$ cat src/rtl/seq_serializer_if.sv
// Handshake and serial-output bundle for seq_serializer.
// master = upstream word source / line observer, slave = the serializer.
interface seq_serializer_if #(
    parameter int unsigned WIDTH = 8
);
    logic             load_valid;
    logic [WIDTH-1:0] load_data;
    logic             load_ready;
    logic             sout;
    logic             sout_valid;
    logic             busy;
    logic             done;

    modport master (
        output load_valid, load_data,
        input  load_ready, sout, sout_valid, busy, done
    );

    modport slave (
        input  load_valid, load_data,
        output load_ready, sout, sout_valid, busy, done
    );
endinterface

$ cat src/rtl/seq_serializer.sv
// Parallel-to-serial front end feeding the bit-serial sequence detector.
// Define SEQ_SERIALIZER_PARITY_EN to append an even-parity bit to every frame.
module seq_serializer #(
    parameter int unsigned WIDTH     = 8,
    parameter int unsigned MSB_FIRST = 1
) (
    input logic              clk,
    input logic              rst,
    seq_serializer_if.slave  bus
);
    localparam int unsigned CntW = $clog2(WIDTH + 1);

`ifdef SEQ_SERIALIZER_PARITY_EN
    typedef enum logic [1:0] {StIdle, StShift, StParity} state_e;
    logic par_q, par_d;
`else
    typedef enum logic {StIdle, StShift} state_e;
`endif

    state_e            state_q, state_d;
    logic [CntW-1:0]   cnt_q, cnt_d;
    logic [WIDTH-1:0]  shreg_q, shreg_d;
    logic [WIDTH-1:0]  shreg_adv;
    logic              head;
    logic              last;

    always_ff @(posedge clk) begin
        if (rst) begin
            state_q <= StIdle;
            cnt_q   <= '0;
            shreg_q <= '0;
`ifdef SEQ_SERIALIZER_PARITY_EN
            par_q   <= 1'b0;
`endif
        end else begin
            state_q <= state_d;
            cnt_q   <= cnt_d;
            shreg_q <= shreg_d;
`ifdef SEQ_SERIALIZER_PARITY_EN
            par_q   <= par_d;
`endif
        end
    end

    // Head bit sits at the end selected by MSB_FIRST; advancing shifts toward it.
    always_comb begin
        if (MSB_FIRST != 0) begin
            head      = shreg_q[WIDTH-1];
            shreg_adv = {shreg_q[WIDTH-2:0], 1'b0};
        end else begin
            head      = shreg_q[0];
            shreg_adv = {1'b0, shreg_q[WIDTH-1:1]};
        end
        last = (cnt_q == CntW'(WIDTH - 1));
    end

    always_comb begin
        state_d        = state_q;
        cnt_d          = cnt_q;
        shreg_d        = shreg_q;
`ifdef SEQ_SERIALIZER_PARITY_EN
        par_d          = par_q;
`endif
        bus.load_ready = 1'b0;
        bus.sout       = 1'b0;
        bus.sout_valid = 1'b0;
        bus.done       = 1'b0;

        unique case (state_q)
            StIdle: begin
                bus.load_ready = 1'b1;
                if (bus.load_valid) begin
                    state_d = StShift;
                    cnt_d   = '0;
                    shreg_d = bus.load_data;
`ifdef SEQ_SERIALIZER_PARITY_EN
                    par_d   = ^bus.load_data;
`endif
                end
            end
            StShift: begin
                bus.sout       = head;
                bus.sout_valid = 1'b1;
                shreg_d        = shreg_adv;
                cnt_d          = cnt_q + CntW'(1);
                if (last) begin
                    cnt_d = '0;
`ifdef SEQ_SERIALIZER_PARITY_EN
                    state_d = StParity;
`else
                    bus.done       = 1'b1;
                    bus.load_ready = 1'b1;
                    if (bus.load_valid) begin
                        shreg_d = bus.load_data;
                    end else begin
                        state_d = StIdle;
                    end
`endif
                end
            end
`ifdef SEQ_SERIALIZER_PARITY_EN
            StParity: begin
                bus.sout       = par_q;
                bus.sout_valid = 1'b1;
                bus.done       = 1'b1;
                bus.load_ready = 1'b1;
                cnt_d          = '0;
                if (bus.load_valid) begin
                    state_d = StShift;
                    shreg_d = bus.load_data;
                    par_d   = ^bus.load_data;
                end else begin
                    state_d = StIdle;
                end
            end
`endif
            default: state_d = StIdle;
        endcase

        bus.busy = bus.sout_valid;
    end
endmodule

$ cat src/flat_wrapper.sv
// flat-port wrapper written by rule: the top's interface ports become plain ports
module seq_serializer_flat 
#(
    parameter int unsigned WIDTH     = 8,
    parameter int unsigned MSB_FIRST = 1
)
  (clk, rst, bus_load_valid, bus_load_data, bus_load_ready, bus_sout, bus_sout_valid, bus_busy, bus_done);
  seq_serializer_if #(.WIDTH(WIDTH)) bus_i ();
  input logic clk;
  input logic rst;
  input wire logic [$bits(bus_i.load_valid)-1:0] bus_load_valid;
  input wire logic [$bits(bus_i.load_data)-1:0] bus_load_data;
  output wire logic [$bits(bus_i.load_ready)-1:0] bus_load_ready;
  output wire logic [$bits(bus_i.sout)-1:0] bus_sout;
  output wire logic [$bits(bus_i.sout_valid)-1:0] bus_sout_valid;
  output wire logic [$bits(bus_i.busy)-1:0] bus_busy;
  output wire logic [$bits(bus_i.done)-1:0] bus_done;
  assign bus_i.load_valid = bus_load_valid;
  assign bus_i.load_data = bus_load_data;
  assign bus_load_ready = bus_i.load_ready;
  assign bus_sout = bus_i.sout;
  assign bus_sout_valid = bus_i.sout_valid;
  assign bus_busy = bus_i.busy;
  assign bus_done = bus_i.done;
  seq_serializer #(.WIDTH(WIDTH), .MSB_FIRST(MSB_FIRST)) u_core (.clk(clk), .rst(rst), .bus(bus_i));
endmodule
$ cat config.mk
export PLATFORM = sky130hd
export DESIGN_NAME = seq_serializer_flat
export DESIGN_NICKNAME = d
export VERILOG_FILES = /design/src/rtl/seq_serializer_if.sv /design/src/rtl/seq_serializer.sv /design/src/flat_wrapper.sv
export SDC_FILE = /design/constraint.sdc
export NUM_CORES = 1
export LEC_CHECK = 0
export ABC_AREA = 1
export CAP_MARGIN = 15
export CORE_MARGIN = 4
export CORE_UTILIZATION = 45
export CTS_CLUSTER_DIAMETER = 30
export DETAILED_ROUTE_END_ITERATION = 16
export PLACE_DENSITY = 0.71
export SLEW_MARGIN = 5
export SYNTH_ARGS = -nofsm -noshare
export SYNTH_HDL_FRONTEND = slang
export SYNTH_SLANG_ARGS = --single-unit
export TNS_END_PERCENT = 20
$ cat constraint.sdc
create_clock -name clk -period 1.6 [get_ports clk]
set_clock_uncertainty 0.15 [all_clocks]
set_input_delay 0.32 -clock clk [delete_from_list [all_inputs] [get_ports clk]]
set_output_delay 0.32 -clock clk [all_outputs]
set_load 0.1 [all_outputs]
Word level (Yosys, flattened, before mapping)
Cells that the tools add are included.
- register bits after elaboration: 13
- output and inout port bits: 5
- logic and storage cells: 22
- add/subtract/negate cells: 1
- equal/unequal tests: 2
- multiplexer cells: 15
- bitwise operators: 1
- operators with widths (kind ; count):
    8-bit two-way mux ; 3
    8-bit one-hot mux with 2 select lines ; 1
    4-bit two-way mux ; 2
    4-bit one-hot mux with 2 select lines ; 1
    1-bit two-way mux ; 6
    4-bit by 1-bit adder with 4-bit output, second input constant ; 1
    4-bit by 3-bit == test with 1-bit output, second input constant ; 1
    1-bit one-hot mux with 2 select lines ; 2
    2-bit != test, second input constant ; 1
    1-bit NOT ; 1

Logic depth before layout (Yosys ltp)
Gate-level depths: netlist (run 1).
- depth after elaboration: 3
- mapped depth: 8
- depth with buffers taken out: 7

Least setup slack after synthesis (run 1)
No wires, ideal clock.
- kind: flip-flop to output port
- from: reg u_core.state_q
- to: out bus_sout
- arrival: 2.114 ns
- data required time: 1.130 ns
- path slack: -0.984 ns
- cell stages (with the launch flop): 5
- cells stage by stage: dfxtp_1 > clkbuf_2 > buf_4 > nand2_1 > inv_1
- word-level cells in the longest chain between the ends: 1
- RTL lines (element ; RTL line ; RTL):
    start: declaration ; seq_serializer.sv:20 ; state_e state_q, state_d;
    start signal: assignment ; seq_serializer.sv:29 ; state_q <= StIdle;
    start signal: assignment ; seq_serializer.sv:36 ; state_q <= state_d;
    1-bit two-way mux ; seq_serializer.sv:69 ; unique case (state_q)
    end: declaration ; flat_wrapper.sv:14 ; output wire logic [$bits(bus_i.sout)-1:0] bus_sout;
No other way between the ends.

Worst setup path after layout (run 1)
- from: reg u_core.cnt_q[0]
- to: out bus_done
- word-level cells in the longest chain between the ends: 3
- RTL lines (element ; RTL line ; RTL):
    start: declaration ; seq_serializer.sv:21 ; logic [CntW-1:0] cnt_q, cnt_d;
    start signal: assignment ; seq_serializer.sv:37 ; cnt_q <= cnt_d;
    4-bit by 3-bit == test with 1-bit output ; seq_serializer.sv:54 ; last = (cnt_q == CntW'(WIDTH - 1));
    1-bit two-way mux ; seq_serializer.sv:86 ; if (last) begin
    1-bit two-way mux ; seq_serializer.sv:69 ;
    end: declaration ; flat_wrapper.sv:17 ; output wire logic [$bits(bus_i.done)-1:0] bus_done;
No other way between the ends.

==> results.txt, run 1 <==
----------------------------------------------------
[Final layout]
  Layout cells sized above 1 ... 27.9%
  Filler cell count in the final layout ... 125
  Finished layout cell area ... 1210 um2
  Net count, final ... 167
  Area growth syn-to-layout ... 52.5%
  Ant diodes ... 0
  Number of standard cells in the layout, taps in and fillers out ... 178

[Pwr]
  Power density over the cells ... 678 nW/um2
  Static power due to leakage ... 0.547 nW
  Maximum vdd drop ... 0.497 mV
  Final Total Pwr ... 0.823 mW

[Run]
  Number of maximum-capacitance constraint violations ... 0

[Setup path]
  First element of the critical path ... u_core.cnt_q[0]
  Crit start category ... flip-flop
  Largest driver fanout on the critical path ... 4
  WP depth ... 6
  Arrival time at the worst endpoint ... 1.38 ns
  CP Capture Point ... bus_done
  Reg-to-reg slack, setup ... 0.06 ns
  Crit path max-delay family ... flip-flops
  Reg-to-reg critical path startpoint ... u_core.cnt_q[0]
  Nature of the critical path endpoint ... output port
  Reg-to-Reg End ... u_core.shreg_q[4]
  Register-to-Register Path Depth ... 9
  Critical path start-end classification ... flip-flop to output port
  Largest stage delay on the critical path ... 0.36 ns
  Cell with the biggest individual delay on the critical path ... sky130_fd_sc_hd__dfxtp_2
  Worst path most repeated cell ... sky130_fd_sc_hd__nand2_4
  Buf/Inv on CP ... 2
  Chain of cells forming the critical path ... ha_4 -> nand2_4 -> nor2_4 -> nand2_4 -> clkinvlp_4 -> buf_12
  Critical path data required time ... 1.13 ns

[Die]
  Core footprint ... 1590 um2
  Standard-cell rows ... 14
  Initial standard-cell utilization of the core ... 49.9%
  Number of top-level pins ... 16
  Die ar. ... 2510 um2
  Overall die width ... 50.1 um
  Die Y ... 50.1 um

[Clock network]
  Clock latency on the worst-skew pair ... 0.28 ns
  Number of clock sinks seen by CTS ... 13
  Clock Pin Slew Worst Setup and Hold Paths ... 0.09 ns
  Clk root buf ... sky130_fd_sc_hd__clkbuf_4
  Maximum count of clock buffers along a single path ... 2
  Total clock buffers created by CTS ... 3
  TritonCTS clock tree ... yes
  H-Tree Level Count ... 1
  Count of hold-fix buffers inserted at cts ... 0

[Drt]
  Highest metal layer with signal wires ... met4
  Routed Wire Length ... 2140 um
  Via density per instance ... 5.08
  WL/cell ... 12.0 um
  Met3 Wirelength ... 118 um
  Number of nets with antenna violations after detailed routing ... 0
  1st-iter DRT viols ... 25
  Routed wl met2 ... 1060 um
  DRC violation count after routing ... 0
  Router iterations before antenna repair ... 6
  Met1 wire length ... 946 um
  Via count ... 905

[Place]
  Cell count after placement ... 172
  Worst-case setup slack after placement ... -0.0478 ns
  Standard cell area after detailed placement ... 1150 um2
  Number of port buffers ... 15
  Post-DP HPWL ... 1660 um
  Global placer's final weighted congestion ... 0.898

[Yosys]
  Portion of the post-synthesis area used by sequential elements ... 32.7%
  Yosys warns ... 0
  Netlist cell types ... 20
  Main combinational cell family by area after synthesis ... simple AND/OR/NAND/NOR gates
  Synth Register Bits ... 13
  Post-synthesis compound-gate area fraction ... 17.3%
  Combined area of all synthesized cells ... 796 um2
  XOR/XNOR Fraction of Synth Area ... 0%
  Post-Syn Nets ... 135
  Multiplexer share of the synthesized area ... 0%
  Post-Syn Area per Cell ... 6.47 um2
  Post-Synthesis Cells ... 123
  Adder and majority cell fraction of the synthesized area ... 1.57%
  Synthesized-area fraction occupied by and/or/nand/nor cells ... 37.6%

[Timing]
  Min Clock Period, post-route ... 1.85 ns
  Final Hold Vio Count ... 0
  Final Slew Violations ... 0
  Final critical-path share of the clock period ... 115%
  Worst rel slew slack ... 79.6%
  Worst-margin pin slew ... 0.306 ns
  Max Clock Freq ... 541 MHz
  Setup repair after global routing missed its margin ... yes
  Final critical-path setup slack ... -0.247 ns
  Endpoints failing setup ... 3
  Min Hold Slack ... 0.388 ns

[Hold path]
  Min-Delay Path Class ... flip-flop to flip-flop

[Global route]
  Tot GR Track Use ... 18.8%
  First-pass GRT wire length ... 3620 um
  Initial antenna violation count ... 0
  Vias in the first global route ... 855
  Maximum number of pins on one net before global-route repair ... 13
  Grt ovf ... 0

[Status]
  Violated checks ... negative setup slack
  Result of the run ... complete, but fails checks

----------------------------------------------------
## timing repair
| action | CTS | global route |
|---|---|---|
| pin swaps | 6 | 2 |
| buffers inserted | 2 | 0 |
| endpoints found under the setup margin | 3 | 7 |
| resized for setup | 3 | 5 |
## cell usage in the layout (no fill, tap or decap), drive strengths merged
master / instances
buf: 23
clkbuf: 4
nor3: 1
clkdlybuf4s50: 10
o21a: 4
o21ai: 12
nand2: 30
clkinvlp: 3
and2: 1
a22oi: 1
ha: 1
nor2: 15
dfxtp: 13
a21oi: 8
nand4: 1
nand3: 16
inv: 11
## synthesized netlist by cell type (all sizes together)
cell type   n  area, um2
nand3      16       80.1
nand2      30        123
o21a        4       30.0
ha          1       12.5
nor2       15       78.8
a21oi       8       40.0
clkbuf      2       8.75
inv        14       52.6
a22oi       1       7.51
buf         4       25.0
nand4       1       6.26
o21ai      12       60.1
nor3        1       5.00
dfxtp      13        260
and2        1       6.26
## through the flow
step	TNS [ns]	utilization, %
global route	-0.720	76.1
global placement	-0.0770	72.0
CTS	-0.516	75.3
floorplan	-0.820	-
finish	-0.494	76.1
detailed placement	-0.216	72.0
## report_power, final
| group | switching (mW) | internal, mW | leakage, nW | total (mW) |
|---|---|---|---|---|
| registers | 0.0190 | 0.344 | 0.108 | 0.363 |
| logic | 0.138 | 0.112 | 0.424 | 0.250 |
| clock network | 0.112 | 0.0967 | 0.0150 | 0.209 |
| total | 0.269 | 0.553 | 0.547 | 0.823 |
## cells by family after synthesis
family | count (synthesis)
compound gates | 25
flops | 13
fa+ha+maj | 1
buf+inv | 20
simple gates | 64
## worst min-delay path by stage
stage / cells past startpoint / slack, ns / start / endpoint
finish: 2 / 0.39 / u_core.cnt_q[3] / u_core.cnt_q[3]
CTS: 2 / 0.39 / u_core.cnt_q[3] / u_core.cnt_q[3]
floorplan: 2 / 0.32 / u_core.cnt_q[1] / u_core.cnt_q[1]
detailed placement: 2 / 0.37 / u_core.cnt_q[3] / u_core.cnt_q[3]
global route: 2 / 0.41 / u_core.cnt_q[3] / u_core.cnt_q[3]
global placement: 2 / 0.37 / u_core.cnt_q[3] / u_core.cnt_q[3]
## registers in the layout (all words and copies together), names as in the netlist
name	count
u_core.shreg_q	8
u_core.cnt_q	4
u_core.state_q	1
## layout make-up
type	count	area, um2	share of cell area [%]
multi-input cells	90	484	39.9
repair buffers	33	343	28.2
flip-flops and latches	13	267	22.0
inverters	14	63.8	5.26
well taps	24	30.0	2.47
clock buffers	4	26.3	2.16
## worst min-delay path, delay by kind of cell (launching register included)
kind               cells  cell delay (ns)
and+or+nand+nor        1             0.08
DFF                    1             0.37
AOI/OAI and AO/OA      1             0.05
## routing by layer
layer  track usage, %  vias to the layer above
met4             7.37                        0
met5                0                        -
met2             32.2                       30
met3             5.72                        2
li1                 -                      459
met1             21.6                      414
No activity file was read; power rests on OpenSTA's default activity.
==> run 2: changes to the inputs <==
--- a/config.mk
+++ b/config.mk
@@ -12,8 +12,8 @@
 export CTS_CLUSTER_DIAMETER = 30
 export DETAILED_ROUTE_END_ITERATION = 16
 export PLACE_DENSITY = 0.71
+export REMOVE_ABC_BUFFERS = 1
 export SLEW_MARGIN = 5
 export SYNTH_ARGS = -nofsm -noshare
 export SYNTH_HDL_FRONTEND = slang
 export SYNTH_SLANG_ARGS = --single-unit
-export TNS_END_PERCENT = 20
==> run 2 against run 1 <==
Net effect:
- the flow still finishes with violations (negative setup slack)
- final cell count grew 2.8%
- clock-buffer cell count did not move
- register-to-register slack better by 0.06 ns
- sequential share of layout area decreased by 0.62 points
- utilization is 2.2 points higher
- critical endpoint is now bus_load_ready
- highest routed layer unchanged
- setup slack improved by 0.074 ns
==> results.txt, run 2 (synthesized netlist as in run 1, its figures left out) <==
----------------------------------------------------
[Status]
  Result of the run ... complete, but fails checks
  Violated checks ... negative setup slack

[Hold path]
  Min-Delay Path Class ... flip-flop to flip-flop
  Instance count along the most critical hold path ... 2
  Worst min-delay path startpoint ... u_core.cnt_q[3]
  Endpoint with the worst hold slack ... u_core.cnt_q[3]

[Die]
  Die ar. ... 2510 um2
  Core footprint ... 1590 um2
  Initial standard-cell utilization of the core ... 49.9%
  Die Y ... 50.1 um
  Standard-cell rows ... 14
  Number of top-level pins ... 16
  Overall die width ... 50.1 um

[Pwr]
  Switch share ... 32.2%
  Comb power frac ... 31.9%
  Static power due to leakage ... 0.591 nW
  Power density over the cells ... 668 nW/um2
  Relative contribution of sequential cells to total power ... 43.1%
  Maximum vdd drop ... 0.471 mV
  Relative contribution of the clock network to total power ... 25.0%
  Design internal power ... 0.566 mW
  Final Total Pwr ... 0.835 mW
  Net switching power ... 0.269 mW

[Global route]
  Vias in the first global route ... 811
  First-pass GRT wire length ... 3220 um
  Initial antenna violation count ... 0
  Tot GR Track Use ... 16.3%
  Grt ovf ... 0
  Maximum number of pins on one net before global-route repair ... 13

[Timing]
  Worst rel slew slack ... 79.4%
  Min Clock Period, post-route ... 1.77 ns
  Final Hold Vio Count ... 0
  Max Clock Freq ... 564 MHz
  Final critical-path share of the clock period ... 111%
  Worst-margin pin slew ... 0.309 ns
  Final Slew Violations ... 0
  Final critical-path setup slack ... -0.174 ns
  Endpoints failing setup ... 2
  Setup repair after global routing missed its margin ... yes

[Place]
  Post-DP HPWL ... 1550 um
  Number of port buffers ... 15
  Worst-case setup slack after placement ... -0.0953 ns
  Cell count after placement ... 173
  Global placer's final weighted congestion ... 0.848

[Drt]
  Via count ... 932
  1st-iter DRT viols ... 23
  WL/cell ... 11.6 um
  DRC violation count after routing ... 0
  Routed Wire Length ... 2120 um
  Number of nets with antenna violations after detailed routing ... 0
  Via density per instance ... 5.09
  Router iterations before antenna repair ... 6

[Final layout]
  Top flop regs ... u_core.shreg_q (8), u_core.cnt_q (4), u_core.state_q (1)
  Largest register by flop count ... u_core.shreg_q
  Number of standard cells in the layout, taps in and fillers out ... 183
  Layout cells sized above 1 ... 27.7%
  Net count, final ... 172
  Top library cells by usage in the layout, fill and taps aside ... 28 x sky130_fd_sc_hd__nand2_1, 20 x sky130_fd_sc_hd__buf_4, 15 x sky130_fd_sc_hd__nand3_1
  Leading cell type in the layout, fill and taps excluded ... sky130_fd_sc_hd__nand2_1
  Number of flip-flops under the largest register name ... 8
  Area growth syn-to-layout ... 56.9%
  Filler cell count in the final layout ... 119
  Ant diodes ... 0

[Setup path]
  Critical path start-end classification ... flip-flop to output port
  Critical path data required time ... 1.13 ns
  Reg-to-Reg End ... u_core.state_q
  Register-to-Register Path Depth ... 9
  Reg-to-reg critical path startpoint ... u_core.cnt_q[0]
  Reg-to-reg slack, setup ... 0.12 ns
  Largest driver fanout on the critical path ... 3
  Arrival time at the worst endpoint ... 1.30 ns
  Crit start category ... flip-flop
  Nature of the critical path endpoint ... output port

[Clock network]
  Count of hold-fix buffers inserted at cts ... 0
  Clk root buf ... sky130_fd_sc_hd__clkbuf_4
  Clock latency on the worst-skew pair ... 0.27 ns
  TritonCTS clock tree ... yes
  Number of clock sinks seen by CTS ... 13
  H-Tree Level Count ... 1
  Total clock buffers created by CTS ... 3
  Clock Pin Slew Worst Setup and Hold Paths ... 0.09 ns
  Maximum count of clock buffers along a single path ... 2

[Run]
  Number of maximum-capacitance constraint violations ... 0

----------------------------------------------------
-- run 2: cell count changes in the layout (fill, tap and decap cells not counted), sizes merged --
cell / change
clkinvlp: -3
inv: +3
buf: +5
-- run 2: repair_timing --
| item | 4_1_cts | 5_1_grt |
|---|---|---|
| pin swaps | 2 | 2 |
| resized for setup | 8 | 4 |
| setup buffers | 3 | 3 |
| endpoints found under the setup margin | 5 | 9 |
-- run 2: worst max-delay path, stage by stage, from the launching register on --
cell                      delay (ns)
sky130_fd_sc_hd__dfxtp_2        0.36
sky130_fd_sc_hd__ha_4           0.15
sky130_fd_sc_hd__nand2_4        0.06
sky130_fd_sc_hd__nor2_4         0.16
sky130_fd_sc_hd__nor2_4         0.05
sky130_fd_sc_hd__inv_2          0.08
sky130_fd_sc_hd__buf_12         0.17
-- run 2: stage by stage --
stage	utilization, %	cell area (um2)	hold WS (ns)	TNS [ns]
2_1_floorplan	-	762	0.239	-23.62
3_3_place_gp	71.8	1140	0.368	-0.435
3_5_place_dp	71.8	1140	0.371	-0.575
4_1_cts	76.2	1210	0.381	-0.418
5_1_grt	78.3	1250	0.407	-0.436
6_report	78.3	1250	0.389	-0.340
-- run 2: worst max-delay path by stage --
| stage | start | to | slack [ns] | depth (start not counted) |
|---|---|---|---|---|
| 2_1_floorplan | u_core.state_q | bus_load_ready | -1.85 | 3 |
| 3_3_place_gp | bus_load_valid | u_core.shreg_q[2] | -0.08 | 6 |
| 3_5_place_dp | bus_load_valid | u_core.shreg_q[2] | -0.1 | 6 |
| 4_1_cts | u_core.cnt_q[1] | bus_load_ready | -0.21 | 6 |
| 5_1_grt | u_core.cnt_q[0] | bus_load_ready | -0.23 | 6 |
| 6_report | u_core.cnt_q[0] | bus_load_ready | -0.17 | 6 |
-- run 2: cell type report --
| class | count | area, um2 | area share, % |
|---|---|---|---|
| inverter | 14 | 52.6 | 4.21 |
| multi-input combinational | 90 | 472 | 37.8 |
| tap | 24 | 30.0 | 2.40 |
| timing repair buffer | 38 | 402 | 32.2 |
| clock buffer | 4 | 26.3 | 2.10 |
| sequential | 13 | 267 | 21.3 |
-- run 2: layer usage --
layer	share of wire (%)	GRT usage (%)	vias to the layer above
met3	6.6	3.01	6
met5	0	0	-
met4	1.1	6.91	0
met1	42	18.0	426
li1	-	-	468
met2	51	29.8	32
-- run 2: power by group through the flow --
| stage | logic, mW | clock network, mW | registers, mW |
|---|---|---|---|
| finish | 0.266 | 0.208 | 0.360 |
| global route | 0.284 | 0.226 | 0.361 |
| CTS | 0.256 | 0.211 | 0.360 |
| detailed placement | 0.250 | 0 | 0.365 |
| global placement | 0.246 | 0 | 0.364 |
| floorplan | 0.0973 | 0 | 0.395 |
